**config.mk**
```make
export PLATFORM = sky130hd
export DESIGN_NAME = nearcmp_multi_flat
export DESIGN_NICKNAME = d
export VERILOG_FILES = /design/src/rtl/nearcmp_multi_if.sv /design/src/rtl/nearcmp_multi.sv /design/src/flat_wrapper.sv
export SDC_FILE = /design/constraint.sdc
export NUM_CORES = 1
export LEC_CHECK = 0
export BUFFER_PORTS_ARGS = -buffer_cell sky130_fd_sc_hd__buf_2
export CAP_MARGIN = 20
export CORE_UTILIZATION = 35
export CTS_CLUSTER_DIAMETER = 30
export DETAILED_ROUTE_END_ITERATION = 10
export GPL_TIMING_DRIVEN = 1
export HOLD_SLACK_MARGIN = 0.05
export PLACE_DENSITY = 0.55
export RECOVER_POWER = 100
export SLEW_MARGIN = 30
export SYNTH_ARGS = -nofsm -noshare
export SYNTH_HDL_FRONTEND = slang
export SYNTH_SLANG_ARGS = --single-unit
```
**constraint.sdc**
```tcl
create_clock -name clk -period 16.95 [get_ports clk]
set_input_delay 3.39 -clock clk [delete_from_list [all_inputs] [get_ports clk]]
set_output_delay 3.39 -clock clk [all_outputs]
set_load 0.05 [all_outputs]
```
**src/rtl/nearcmp_multi_if.sv**
```systemverilog
`default_nettype none
// ============================================================================
//  Module   : nearcmp_multi_if
//  Purpose  : Bundles the hit-input, clear and readout signals of the
//             multi-slot nearest-hit tracker.
//  Modports : master - intersection unit / reader side (drives hit, clr, rd_en)
//             slave  - tracker side (drives rd_* and anyhit)
//  Revision : 1.0 - initial release
// ============================================================================
interface nearcmp_multi_if #(
    parameter int TW    = 32,
    parameter int UVW   = 16,
    parameter int IDW   = 16,
    parameter int NRAYS = 4,
    parameter int SW    = $clog2(NRAYS)
);
    // Hit input
    logic             hit_valid;
    logic [SW-1:0]    hit_slot;
    logic             hit;
    logic             hit_any;
    logic             hit_near;
    logic [TW-1:0]    tin;
    logic [UVW-1:0]   uin;
    logic [UVW-1:0]   vin;
    logic [IDW-1:0]   triidin;
    // Slot clear
    logic             clr;
    logic [SW-1:0]    clr_slot;
    // Readout
    logic             rd_en;
    logic [SW-1:0]    rd_slot;
    logic             rd_valid;
    logic [TW-1:0]    rd_t;
    logic [UVW-1:0]   rd_u;
    logic [UVW-1:0]   rd_v;
    logic [IDW-1:0]   rd_triid;
    logic [1:0]       rd_state;
    logic [NRAYS-1:0] anyhit;

    modport master (
        output hit_valid, hit_slot, hit, hit_any, hit_near,
        output tin, uin, vin, triidin,
        output clr, clr_slot, rd_en, rd_slot,
        input  rd_valid, rd_t, rd_u, rd_v, rd_triid, rd_state, anyhit
    );

    modport slave (
        input  hit_valid, hit_slot, hit, hit_any, hit_near,
        input  tin, uin, vin, triidin,
        input  clr, clr_slot, rd_en, rd_slot,
        output rd_valid, rd_t, rd_u, rd_v, rd_triid, rd_state, anyhit
    );
endinterface
`default_nettype wire

```
**src/rtl/nearcmp_multi.sv**
```systemverilog
`default_nettype none
// ============================================================================
//  Module   : nearcmp_multi
//  Purpose  : Keeps the closest intersection record (t, u, v, triangle ID)
//             for NRAYS independent ray slots. One tagged hit per cycle,
//             per-slot EMPTY/NEAR/ANY state, registered 1-cycle readout.
//  Ports    : clk          - clock
//             globalreset  - asynchronous active-high reset
//             bus (slave)  - hit input, slot clear, readout, anyhit vector
//  Revision : 1.0 - initial release
// ============================================================================
module nearcmp_multi #(
    parameter int TW    = 32,
    parameter int UVW   = 16,
    parameter int IDW   = 16,
    parameter int NRAYS = 4
) (
    input  wire logic       clk,
    input  wire logic       globalreset,
    nearcmp_multi_if.slave  bus
);

    localparam int SW = $clog2(NRAYS);

    typedef enum logic [1:0] {
        ST_EMPTY = 2'd0,
        ST_NEAR  = 2'd1,
        ST_ANY   = 2'd2
    } state_t;

    // Per-slot state and record
    state_t         state_q [NRAYS];
    state_t         state_d [NRAYS];
    logic [TW-1:0]  t_q     [NRAYS];
    logic [TW-1:0]  t_d     [NRAYS];
    logic [UVW-1:0] u_q     [NRAYS];
    logic [UVW-1:0] u_d     [NRAYS];
    logic [UVW-1:0] v_q     [NRAYS];
    logic [UVW-1:0] v_d     [NRAYS];
    logic [IDW-1:0] id_q    [NRAYS];
    logic [IDW-1:0] id_d    [NRAYS];

    // Readout registers
    logic           rd_valid_q, rd_valid_d;
    logic [TW-1:0]  rd_t_q,     rd_t_d;
    logic [UVW-1:0] rd_u_q,     rd_u_d;
    logic [UVW-1:0] rd_v_q,     rd_v_d;
    logic [IDW-1:0] rd_id_q,    rd_id_d;
    logic [1:0]     rd_state_q, rd_state_d;

    logic           w_qual;
    logic [TW-1:0]  w_sel_t;
    logic [IDW-1:0] w_sel_id;
    logic           w_nearer;
    state_t         w_cur;
    logic           w_latch;
    logic [NRAYS-1:0] w_anyhit;

    assign w_qual = bus.hit_valid & bus.hit & (bus.hit_any | bus.hit_near);

    // Only the addressed slot can change per cycle, so a single comparator
    // behind a slot mux suffices instead of one comparator per slot.
    assign w_sel_t  = t_q[bus.hit_slot];
    assign w_sel_id = id_q[bus.hit_slot];
    assign w_nearer = (bus.tin < w_sel_t) ||
                      ((bus.tin == w_sel_t) && (bus.triidin < w_sel_id));

    always_comb begin
        state_d = state_q;
        t_d     = t_q;
        u_d     = u_q;
        v_d     = v_q;
        id_d    = id_q;
        w_cur   = ST_EMPTY;
        w_latch = 1'b0;
        for (int i = 0; i < NRAYS; i++) begin
            // A clear in the same cycle makes the hit see an EMPTY slot.
            w_cur = state_q[i];
            if (bus.clr && (bus.clr_slot == SW'(i))) begin
                w_cur = ST_EMPTY;
            end
            state_d[i] = w_cur;
            if (w_qual && (bus.hit_slot == SW'(i))) begin
                case (w_cur)
                    ST_NEAR: begin
                        w_latch    = w_nearer;
                        state_d[i] = bus.hit_any ? ST_ANY : ST_NEAR;
                    end
                    ST_ANY: begin
                        w_latch    = w_nearer;
                        state_d[i] = ST_ANY;
                    end
                    default: begin
                        // EMPTY (and the unused encoding): record is don't-care.
                        w_latch    = 1'b1;
                        state_d[i] = bus.hit_any ? ST_ANY : ST_NEAR;
                    end
                endcase
                if (w_latch) begin
                    t_d[i]  = bus.tin;
                    u_d[i]  = bus.uin;
                    v_d[i]  = bus.vin;
                    id_d[i] = bus.triidin;
                end
            end
        end
    end

    // Readout samples pre-update contents: no write-to-read bypass.
    always_comb begin
        rd_valid_d = bus.rd_en;
        rd_t_d     = rd_t_q;
        rd_u_d     = rd_u_q;
        rd_v_d     = rd_v_q;
        rd_id_d    = rd_id_q;
        rd_state_d = rd_state_q;
        if (bus.rd_en) begin
            rd_t_d  = t_q[bus.rd_slot];
            rd_u_d  = u_q[bus.rd_slot];
            rd_v_d  = v_q[bus.rd_slot];
            rd_id_d = id_q[bus.rd_slot];
            case (state_q[bus.rd_slot])
                ST_NEAR: rd_state_d = 2'd1;
                ST_ANY:  rd_state_d = 2'd2;
                default: rd_state_d = 2'd0;
            endcase
        end
    end

    always_ff @(posedge clk or posedge globalreset) begin
        if (globalreset) begin
            for (int i = 0; i < NRAYS; i++) begin
                state_q[i] <= ST_EMPTY;
                t_q[i]     <= '0;
                u_q[i]     <= '0;
                v_q[i]     <= '0;
                id_q[i]    <= '0;
            end
            rd_valid_q <= 1'b0;
            rd_t_q     <= '0;
            rd_u_q     <= '0;
            rd_v_q     <= '0;
            rd_id_q    <= '0;
            rd_state_q <= 2'd0;
        end else begin
            state_q    <= state_d;
            t_q        <= t_d;
            u_q        <= u_d;
            v_q        <= v_d;
            id_q       <= id_d;
            rd_valid_q <= rd_valid_d;
            rd_t_q     <= rd_t_d;
            rd_u_q     <= rd_u_d;
            rd_v_q     <= rd_v_d;
            rd_id_q    <= rd_id_d;
            rd_state_q <= rd_state_d;
        end
    end

    // anyhit decodes straight from the state flops so it drops with reset.
    always_comb begin
        w_anyhit = '0;
        for (int i = 0; i < NRAYS; i++) begin
            w_anyhit[i] = (state_q[i] == ST_ANY);
        end
    end

    assign bus.anyhit   = w_anyhit;
    assign bus.rd_valid = rd_valid_q;
    assign bus.rd_t     = rd_t_q;
    assign bus.rd_u     = rd_u_q;
    assign bus.rd_v     = rd_v_q;
    assign bus.rd_triid = rd_id_q;
    assign bus.rd_state = rd_state_q;

endmodule
`default_nettype wire
```
**src/flat_wrapper.sv**
```systemverilog
// flat-port wrapper written by rule: the top's interface ports become plain ports
module nearcmp_multi_flat 
#(
    parameter int TW    = 32,
    parameter int UVW   = 16,
    parameter int IDW   = 16,
    parameter int NRAYS = 4
)
  (clk, globalreset, bus_hit_valid, bus_hit_slot, bus_hit, bus_hit_any, bus_hit_near, bus_tin, bus_uin, bus_vin, bus_triidin, bus_clr, bus_clr_slot, bus_rd_en, bus_rd_slot, bus_rd_valid, bus_rd_t, bus_rd_u, bus_rd_v, bus_rd_triid, bus_rd_state, bus_anyhit);
  nearcmp_multi_if #(.TW(TW), .UVW(UVW), .IDW(IDW), .NRAYS(NRAYS)) bus_i ();
  input  wire logic clk;
  input  wire logic globalreset;
  input wire logic [$bits(bus_i.hit_valid)-1:0] bus_hit_valid;
  input wire logic [$bits(bus_i.hit_slot)-1:0] bus_hit_slot;
  input wire logic [$bits(bus_i.hit)-1:0] bus_hit;
  input wire logic [$bits(bus_i.hit_any)-1:0] bus_hit_any;
  input wire logic [$bits(bus_i.hit_near)-1:0] bus_hit_near;
  input wire logic [$bits(bus_i.tin)-1:0] bus_tin;
  input wire logic [$bits(bus_i.uin)-1:0] bus_uin;
  input wire logic [$bits(bus_i.vin)-1:0] bus_vin;
  input wire logic [$bits(bus_i.triidin)-1:0] bus_triidin;
  input wire logic [$bits(bus_i.clr)-1:0] bus_clr;
  input wire logic [$bits(bus_i.clr_slot)-1:0] bus_clr_slot;
  input wire logic [$bits(bus_i.rd_en)-1:0] bus_rd_en;
  input wire logic [$bits(bus_i.rd_slot)-1:0] bus_rd_slot;
  output wire logic [$bits(bus_i.rd_valid)-1:0] bus_rd_valid;
  output wire logic [$bits(bus_i.rd_t)-1:0] bus_rd_t;
  output wire logic [$bits(bus_i.rd_u)-1:0] bus_rd_u;
  output wire logic [$bits(bus_i.rd_v)-1:0] bus_rd_v;
  output wire logic [$bits(bus_i.rd_triid)-1:0] bus_rd_triid;
  output wire logic [$bits(bus_i.rd_state)-1:0] bus_rd_state;
  output wire logic [$bits(bus_i.anyhit)-1:0] bus_anyhit;
  assign bus_i.hit_valid = bus_hit_valid;
  assign bus_i.hit_slot = bus_hit_slot;
  assign bus_i.hit = bus_hit;
  assign bus_i.hit_any = bus_hit_any;
  assign bus_i.hit_near = bus_hit_near;
  assign bus_i.tin = bus_tin;
  assign bus_i.uin = bus_uin;
  assign bus_i.vin = bus_vin;
  assign bus_i.triidin = bus_triidin;
  assign bus_i.clr = bus_clr;
  assign bus_i.clr_slot = bus_clr_slot;
  assign bus_i.rd_en = bus_rd_en;
  assign bus_i.rd_slot = bus_rd_slot;
  assign bus_rd_valid = bus_i.rd_valid;
  assign bus_rd_t = bus_i.rd_t;
  assign bus_rd_u = bus_i.rd_u;
  assign bus_rd_v = bus_i.rd_v;
  assign bus_rd_triid = bus_i.rd_triid;
  assign bus_rd_state = bus_i.rd_state;
  assign bus_anyhit = bus_i.anyhit;
  nearcmp_multi #(.TW(TW), .UVW(UVW), .IDW(IDW), .NRAYS(NRAYS)) u_core (.clk(clk), .globalreset(globalreset), .bus(bus_i));
endmodule
```
* After elaboration in Yosys (flattened, before gate mapping)
Cells that the tools add are included.
Storage, ports and cells: bits in registers 411, bits in latches 0, RAM bits 0, memory bits (read-only) 0, output and inout bits 87, word-level logic and storage cells 119, memories kept 0
Operators by class: add/subtract/negate cells 0, multiply operators 0, div/mod/pow operators 0, $lt $le $gt $ge 4, equality and inequality tests 21, shifts and indexed selects 0, mux-type cells 43, bitwise logic cells 5, reduce and logical (&&, ||, !) cells 20
Operator list (count):
- $bmux 16 s2 | 4
- $bmux 32 s2 | 2
- $mux 16 | 8
- $mux 32 | 4
- $eq 32x32->1 | 1
- $lt 32x32->1 | 1
- $mux 2 | 15
- $eq 2x2->1 const B | 13
- $lt 16x16->1 | 1
- $eq 2x1->1 const B | 7
- $logic_and 1x1->1 | 9
- $mux 1 | 8
- $reduce_and 2->1 | 4
- $reduce_or 2->1 | 4
- $ge 3x3->1 const B | 2
- $not 2->3 | 2
- $bmux 2 s2 | 1
- $logic_not 2->1 | 2
- $pmux 2 s2 | 1
- $and 1x1->1 | 2
- $logic_or 1x1->1 | 1
- $or 1x1->1 | 1

* Longest topological paths before layout
depth in word-level cells 10, mapped depth 14

* Worst setup path after synthesis
Ideal clock, no wire load.
path type input to register, start point input bus_hit_slot[0], end point register u_core.u_q[32] in the netlist's numbering, setup time 0.143 ns, arrival 7.259 ns, required time 16.807 ns, slack 9.548 ns, stages on the path 14, cell sequence buf_6 -> clkbuf_1 -> buf_1 -> mux4_2 -> inv_1 -> ha_1 -> a21oi_1 -> o21ai_0 -> a221oi_1 -> o21ai_0 -> nor3_2 -> buf_2 -> buf_1 -> o32ai_1
Between the ends: word-level cells in the longest chain between the ends 10, elaborated cells on any way between the ends 17
RTL lines:
- from (decl) | line flat_wrapper.sv:14 | input wire logic [$bits(bus_i.hit_slot)-1:0] bus_hit_slot;
- parallel branches: the longest is 9 deep, another holds $lt 32x32->1
- $reduce_and 2->1 (no line) *
- to (signal assigned) | line nearcmp_multi.sv:148 | u_q <= u_d;
- to (decl) | line nearcmp_multi.sv:36 | logic [UVW-1:0] u_q [NRAYS];
Mark *: on every way between the ends. The select of a mux whose other input is x is not followed. A chain may end at the register's enable or synchronous reset.

* Worst setup path after layout
start point input bus_hit_slot[0], end point register u_core.v_q[46] in the netlist's numbering
Between the ends: word-level cells in the longest chain between the ends 10, elaborated cells on any way between the ends 17
RTL lines:
- parallel branches: the longest is 9 deep, another holds $lt 32x32->1
- $reduce_and 2->1 (no line) *
- to (signal assigned) | line nearcmp_multi.sv:149 | v_q <= v_d;
- to (decl) | line nearcmp_multi.sv:38 | logic [UVW-1:0] v_q [NRAYS];
Marks and branches as above.

==> PnR_summary.wiki <==
{| class="wikitable"
! Metric !! Value
|-
| Total CTS buffers || 109
|-
| Starting density of the core || 35.47%
|-
| Most area-hungry cell type in the Yosys netlist || sky130_fd_sc_hd__dfrtp_1
|-
| Startpoint of the most critical hold path || u_core.bus.rd_u[4]$_DFFE_PP0P_
|-
| Clock-pin slew reported for the worst setup and hold paths after clock tree synthesis || 0.04 ns
|-
| Unique masters post-synth || 44
|-
| Antenna violations before repair || 8
|-
| WL per Instance || 23.76 um
|-
| Clock Latency Late Sink || 0.67 ns
|-
| Remaining antenna violation count after routing || 0
|-
| Crit. Startpoint || bus_hit_slot[0]
|-
| Hold slack final || 0.5017 ns
|-
| Max clock buf depth || 3
|-
| Fmax || 0.08388 GHz
|-
| Root Driver || sky130_fd_sc_hd__clkbuf_16
|-
| Die outline width || 266.1 um
|-
| Internal power || 0.003558 W
|-
| Max rail drop VDD || 0.09588 mV
|-
| Post-synthesis register bit count || 411
|-
| Number of remaining DRC errors || 0
|-
| Setup_tns || 0 ns
|-
| Worst min-delay path category || flip-flop to flip-flop
|-
| Count of vias placed by the detailed router || 17190
|-
| Endpoint of the worst setup timing path || u_core.v_q[46]$_DFFE_PP0P_
|-
| Leak pwr || 11.55 nW
|-
| Violation count after the first detailed-route iteration || 1467
|-
| Total Die Area || 70810 sq um
|-
| Area of all sequential standard cells || 10280 sq um
|-
| Slew Limit Fails || 841
|-
| Floorplan die height || 266.1 um
|-
| Cell types with the largest area share after synthesis || sky130_fd_sc_hd__dfrtp_1 42%, sky130_fd_sc_hd__o32ai_2 21%, sky130_fd_sc_hd__mux4_2 12%
|-
| Transition time at the pin with the least slew margin || 6.348 ns
|-
| Switch Pwr || 0.001860 W
|-
| Ratio of final minimum period to clock period || 70.34%
|-
| Gr usage total || 21.26%
|-
| Outcome || finished, violations left
|-
| GRT Residual Overflow || 0
|-
| CTS tree || built
|-
| Post-synth top area share || 42.13%
|-
| Setup slack of the most critical reg-to-reg path || 11.00 ns
|-
| Crit Path Category || input pin to flip-flop
|-
| Number of vias per cell after detailed routing || 5.426
|-
| PortBufs || 180
|-
| Standard cell core area || 68830 sq um
|-
| Startpoint type of the worst setup path || input pin
|-
| Post-CTS Resized || 0
|-
| Worst reg2reg path endpoint || u_core.v_q[23]$_DFFE_PP0P_
|-
| Number of cells traversed by the worst register-to-register path || 10
|-
| Number of nets in the synthesized netlist || 2140
|-
| Syn Std Cell Area || 24410 sq um
|-
| First-pass GRT wire length || 114400 um
|-
| Number of top-level design ports || 181
|-
| Per-instance average area after synthesis || 12.24 sq um
|-
| Post-CTS Setup Inserts || 0
|-
| Post-detail-place hpwl || 42970 um
|-
| Slew margin rel. || -323.2%
|-
| Last weighted congestion value of the routability-driven placer || 0.7697
|-
| Portion of total power attributed to combinational logic || 29.8%
|-
| Power density over the cells || 198.4 nW/um^2
|-
| Sequential fraction of design power || 30.8%
|-
| Kind of end point of the critical path || flip-flop
|-
| Total clock sinks || 411
|-
| Count of standard-cell rows || 96
|-
| Worst path arrival time || 12.40 ns
|-
| Detailed Routing Iterations Pass 1 || 7
|-
| Data required time at the worst endpoint || 17.43 ns
|-
| Largest net degree at the start of global routing || 147
|-
| Setup Skew || 0.03915 ns
|-
| Hold Violations, Final || 0
|-
| Vias in the first global route || 18310
|-
| Count of endpoints failing setup in the final report || 0
|-
| Filler Cell Count || 6829
|-
| CTS H-tree depth || 3
|-
| Number of hold buffers added after CTS || 0
|-
| Peak fanout along the critical path || 63
|-
| Count of warnings emitted by yosys || 0
|-
| Fin nets || 2291
|-
| Final critical path time including I/O delays and setup || 11.92 ns
|-
| Sequential fraction of the synthesis area || 42.13%
|-
| Count of max-cap constraint violations || 15
|-
| Area added between synthesis and finish || 11.86%
|-
| Failing checks || max-capacitance violations, max-slew violations
|-
| Worst reg2reg path startpoint || u_core.t_q[31]$_DFFE_PP0P_
|-
| Area of the multi-input gates || 9549 sq um
|-
| Layout cells sized above 1 || 24.42%
|-
| Proportion of total power due to net switching || 34.33%
|-
| Total routed wirelength || 75280 um
|-
| Unrepaired setup endpoints after global routing || false
|-
| Clock share of power || 39.4%
|-
| Number of instances in the synthesized netlist || 1995
|}
placed cells by master (no fill, tap or decap), types with 3 or more instances in the layout:
| master | n |
|---|---|
| sky130_fd_sc_hd__a21oi_1 | 17 |
| sky130_fd_sc_hd__buf_2 | 89 |
| sky130_fd_sc_hd__and2_1 | 5 |
| sky130_fd_sc_hd__nor2b_1 | 5 |
| sky130_fd_sc_hd__inv_6 | 3 |
| sky130_fd_sc_hd__nor2_1 | 5 |
| sky130_fd_sc_hd__o22ai_1 | 4 |
| sky130_fd_sc_hd__o21a_1 | 12 |
| sky130_fd_sc_hd__dfrtp_1 | 411 |
| sky130_fd_sc_hd__clkbuf_8 | 24 |
| sky130_fd_sc_hd__clkinv_2 | 26 |
| sky130_fd_sc_hd__mux4_2 | 130 |
| sky130_fd_sc_hd__o211ai_1 | 4 |
| sky130_fd_sc_hd__a311oi_4 | 4 |
| sky130_fd_sc_hd__inv_1 | 371 |
| sky130_fd_sc_hd__buf_4 | 25 |
| sky130_fd_sc_hd__nor3_4 | 4 |
| sky130_fd_sc_hd__diode_2 | 5 |
| sky130_fd_sc_hd__o21ai_0 | 14 |
| sky130_fd_sc_hd__bufinv_16 | 15 |
| sky130_fd_sc_hd__a211oi_1 | 3 |
| sky130_fd_sc_hd__clkinvlp_4 | 4 |
| sky130_fd_sc_hd__buf_6 | 3 |
| sky130_fd_sc_hd__clkbuf_16 | 110 |
| sky130_fd_sc_hd__nand4_1 | 7 |
| sky130_fd_sc_hd__nand3_1 | 3 |
| sky130_fd_sc_hd__clkbuf_1 | 111 |
| sky130_fd_sc_hd__o32ai_1 | 300 |
| sky130_fd_sc_hd__nand2_1 | 339 |
| sky130_fd_sc_hd__and4_1 | 3 |
| sky130_fd_sc_hd__nor3_1 | 4 |
| sky130_fd_sc_hd__o32ai_2 | 18 |
| sky130_fd_sc_hd__ha_1 | 51 |
| sky130_fd_sc_hd__nand3b_1 | 3 |
| sky130_fd_sc_hd__mux2_2 | 80 |
through the flow:
step / instances / instance area [sq um] / utilization, % / setup WS, ns / total power (W)
2_1_floorplan: 1995 / 24410 / - / 2.124 / 0.003172
5_1_grt: 3163 / 27300 / 39.66 / 4.360 / 0.005672
6_report: 3168 / 27310 / 39.68 / 5.028 / 0.005418
4_1_cts: 3162 / 29750 / 43.23 / 8.643 / 0.005769
3_3_place_gp: 2965 / 25880 / 37.61 / 8.061 / 0.003546
3_5_place_dp: 2965 / 25910 / 37.65 / 7.964 / 0.003609
routing by layer:
layer	global-route usage (%)	share of wire (%)	up-vias
met5	0	0.036	-
li1	-	-	7525
met1	28.56	44	8848
met4	7.906	2.8	4
met2	34.07	47	650
met3	3.983	6.5	161
area by class of cell:
class	count	area share, %
Antenna cell	5	0.04582
Clock buffer	146	11.45
Clock inverter	51	2.612
Inverter	372	5.118
Multi-Input combinational cell	1035	34.97
Sequential cell	411	37.66
Tap cell	931	4.266
Timing Repair Buffer	217	3.876
registers in the layout, indices dropped and copies added (netlist names):
register and flops:
u_core.state_q 8, u_core.bus.rd_state 2, u_core.bus.rd_u 16, u_core.t_q 128
u_core.bus.rd_valid 1, u_core.u_q 64, u_core.bus.rd_t 32, u_core.bus.rd_triid 16
u_core.bus.rd_v 16, u_core.id_q 64, u_core.v_q 64
worst max-delay path: stages:
cell and delay (ns):
sky130_fd_sc_hd__buf_4 0.30, sky130_fd_sc_hd__clkbuf_1 2.46, sky130_fd_sc_hd__inv_1 0.24, sky130_fd_sc_hd__nor3_1 0.37
sky130_fd_sc_hd__clkbuf_1 2.82, sky130_fd_sc_hd__o21a_1 1.77, sky130_fd_sc_hd__buf_4 0.78, sky130_fd_sc_hd__o32ai_1 0.19
cells in the mapped netlist:
master,n
sky130_fd_sc_hd__or3_1,2
sky130_fd_sc_hd__mux2_2,80
sky130_fd_sc_hd__nor3_2,2
sky130_fd_sc_hd__o211a_1,1
sky130_fd_sc_hd__a21oi_1,17
sky130_fd_sc_hd__o211ai_1,4
sky130_fd_sc_hd__o22ai_1,4
sky130_fd_sc_hd__o32ai_1,2
sky130_fd_sc_hd__a21o_1,1
sky130_fd_sc_hd__or3b_2,1
sky130_fd_sc_hd__nor3_1,7
sky130_fd_sc_hd__nand4_1,7
sky130_fd_sc_hd__o21ai_0,14
sky130_fd_sc_hd__nand4b_1,1
sky130_fd_sc_hd__buf_1,17
sky130_fd_sc_hd__nor3_4,1
sky130_fd_sc_hd__clkbuf_1,78
sky130_fd_sc_hd__nand3b_1,3
sky130_fd_sc_hd__nand2_1,339
sky130_fd_sc_hd__a211oi_1,3
sky130_fd_sc_hd__a221oi_1,1
sky130_fd_sc_hd__and4_1,3
sky130_fd_sc_hd__nor4_2,1
sky130_fd_sc_hd__o31ai_1,2
sky130_fd_sc_hd__o21a_1,12
sky130_fd_sc_hd__o311a_1,1
sky130_fd_sc_hd__mux4_2,130
sky130_fd_sc_hd__a2111oi_4,1
sky130_fd_sc_hd__nor2_1,5
sky130_fd_sc_hd__nand3_1,3
sky130_fd_sc_hd__inv_1,372
sky130_fd_sc_hd__a311oi_4,4
sky130_fd_sc_hd__a21boi_0,1
sky130_fd_sc_hd__nor2b_1,5
sky130_fd_sc_hd__buf_6,33
sky130_fd_sc_hd__o311ai_2,1
sky130_fd_sc_hd__buf_2,49
sky130_fd_sc_hd__and2_1,5
sky130_fd_sc_hd__ha_1,51
sky130_fd_sc_hd__nand2b_1,1
sky130_fd_sc_hd__a22oi_1,2
sky130_fd_sc_hd__dfrtp_1,411
sky130_fd_sc_hd__o32ai_2,316
sky130_fd_sc_hd__or4_1,1
how the worst min path moves through the flow:
stage	to	slack, ns	depth (start not counted)
floorplan	u_core.u_q[32]$_DFFE_PP0P_	0.52	2
global placement	u_core.bus.rd_v[5]$_DFFE_PP0P_	0.49	1
detailed placement	u_core.bus.rd_triid[7]$_DFFE_PP0P_	0.49	1
CTS	u_core.bus.rd_triid[7]$_DFFE_PP0P_	0.50	1
global route	u_core.bus.rd_u[3]$_DFFE_PP0P_	0.52	1
finish	u_core.bus.rd_u[4]$_DFFE_PP0P_	0.50	1
kinds of logic after synthesis:
logic type | after synthesis | synth area share (%)
buf+inv | 549 | 9.707
mux | 210 | 15.68
fa+ha+maj | 51 | 2.614
compound gates | 387 | 23.36
simple gates | 387 | 6.509
flops | 411 | 42.13
power groups by stage:
stage          clock network [W]  registers [W]  logic, W
5_1_grt                  0.00222        0.00172   0.00174
3_5_place_dp                   0        0.00167   0.00194
3_3_place_gp                   0        0.00165   0.00190
2_1_floorplan                  0        0.00192   0.00125
6_report                 0.00213        0.00167   0.00161
4_1_cts                  0.00216        0.00166   0.00195
(Power assumes the default switching activity.)
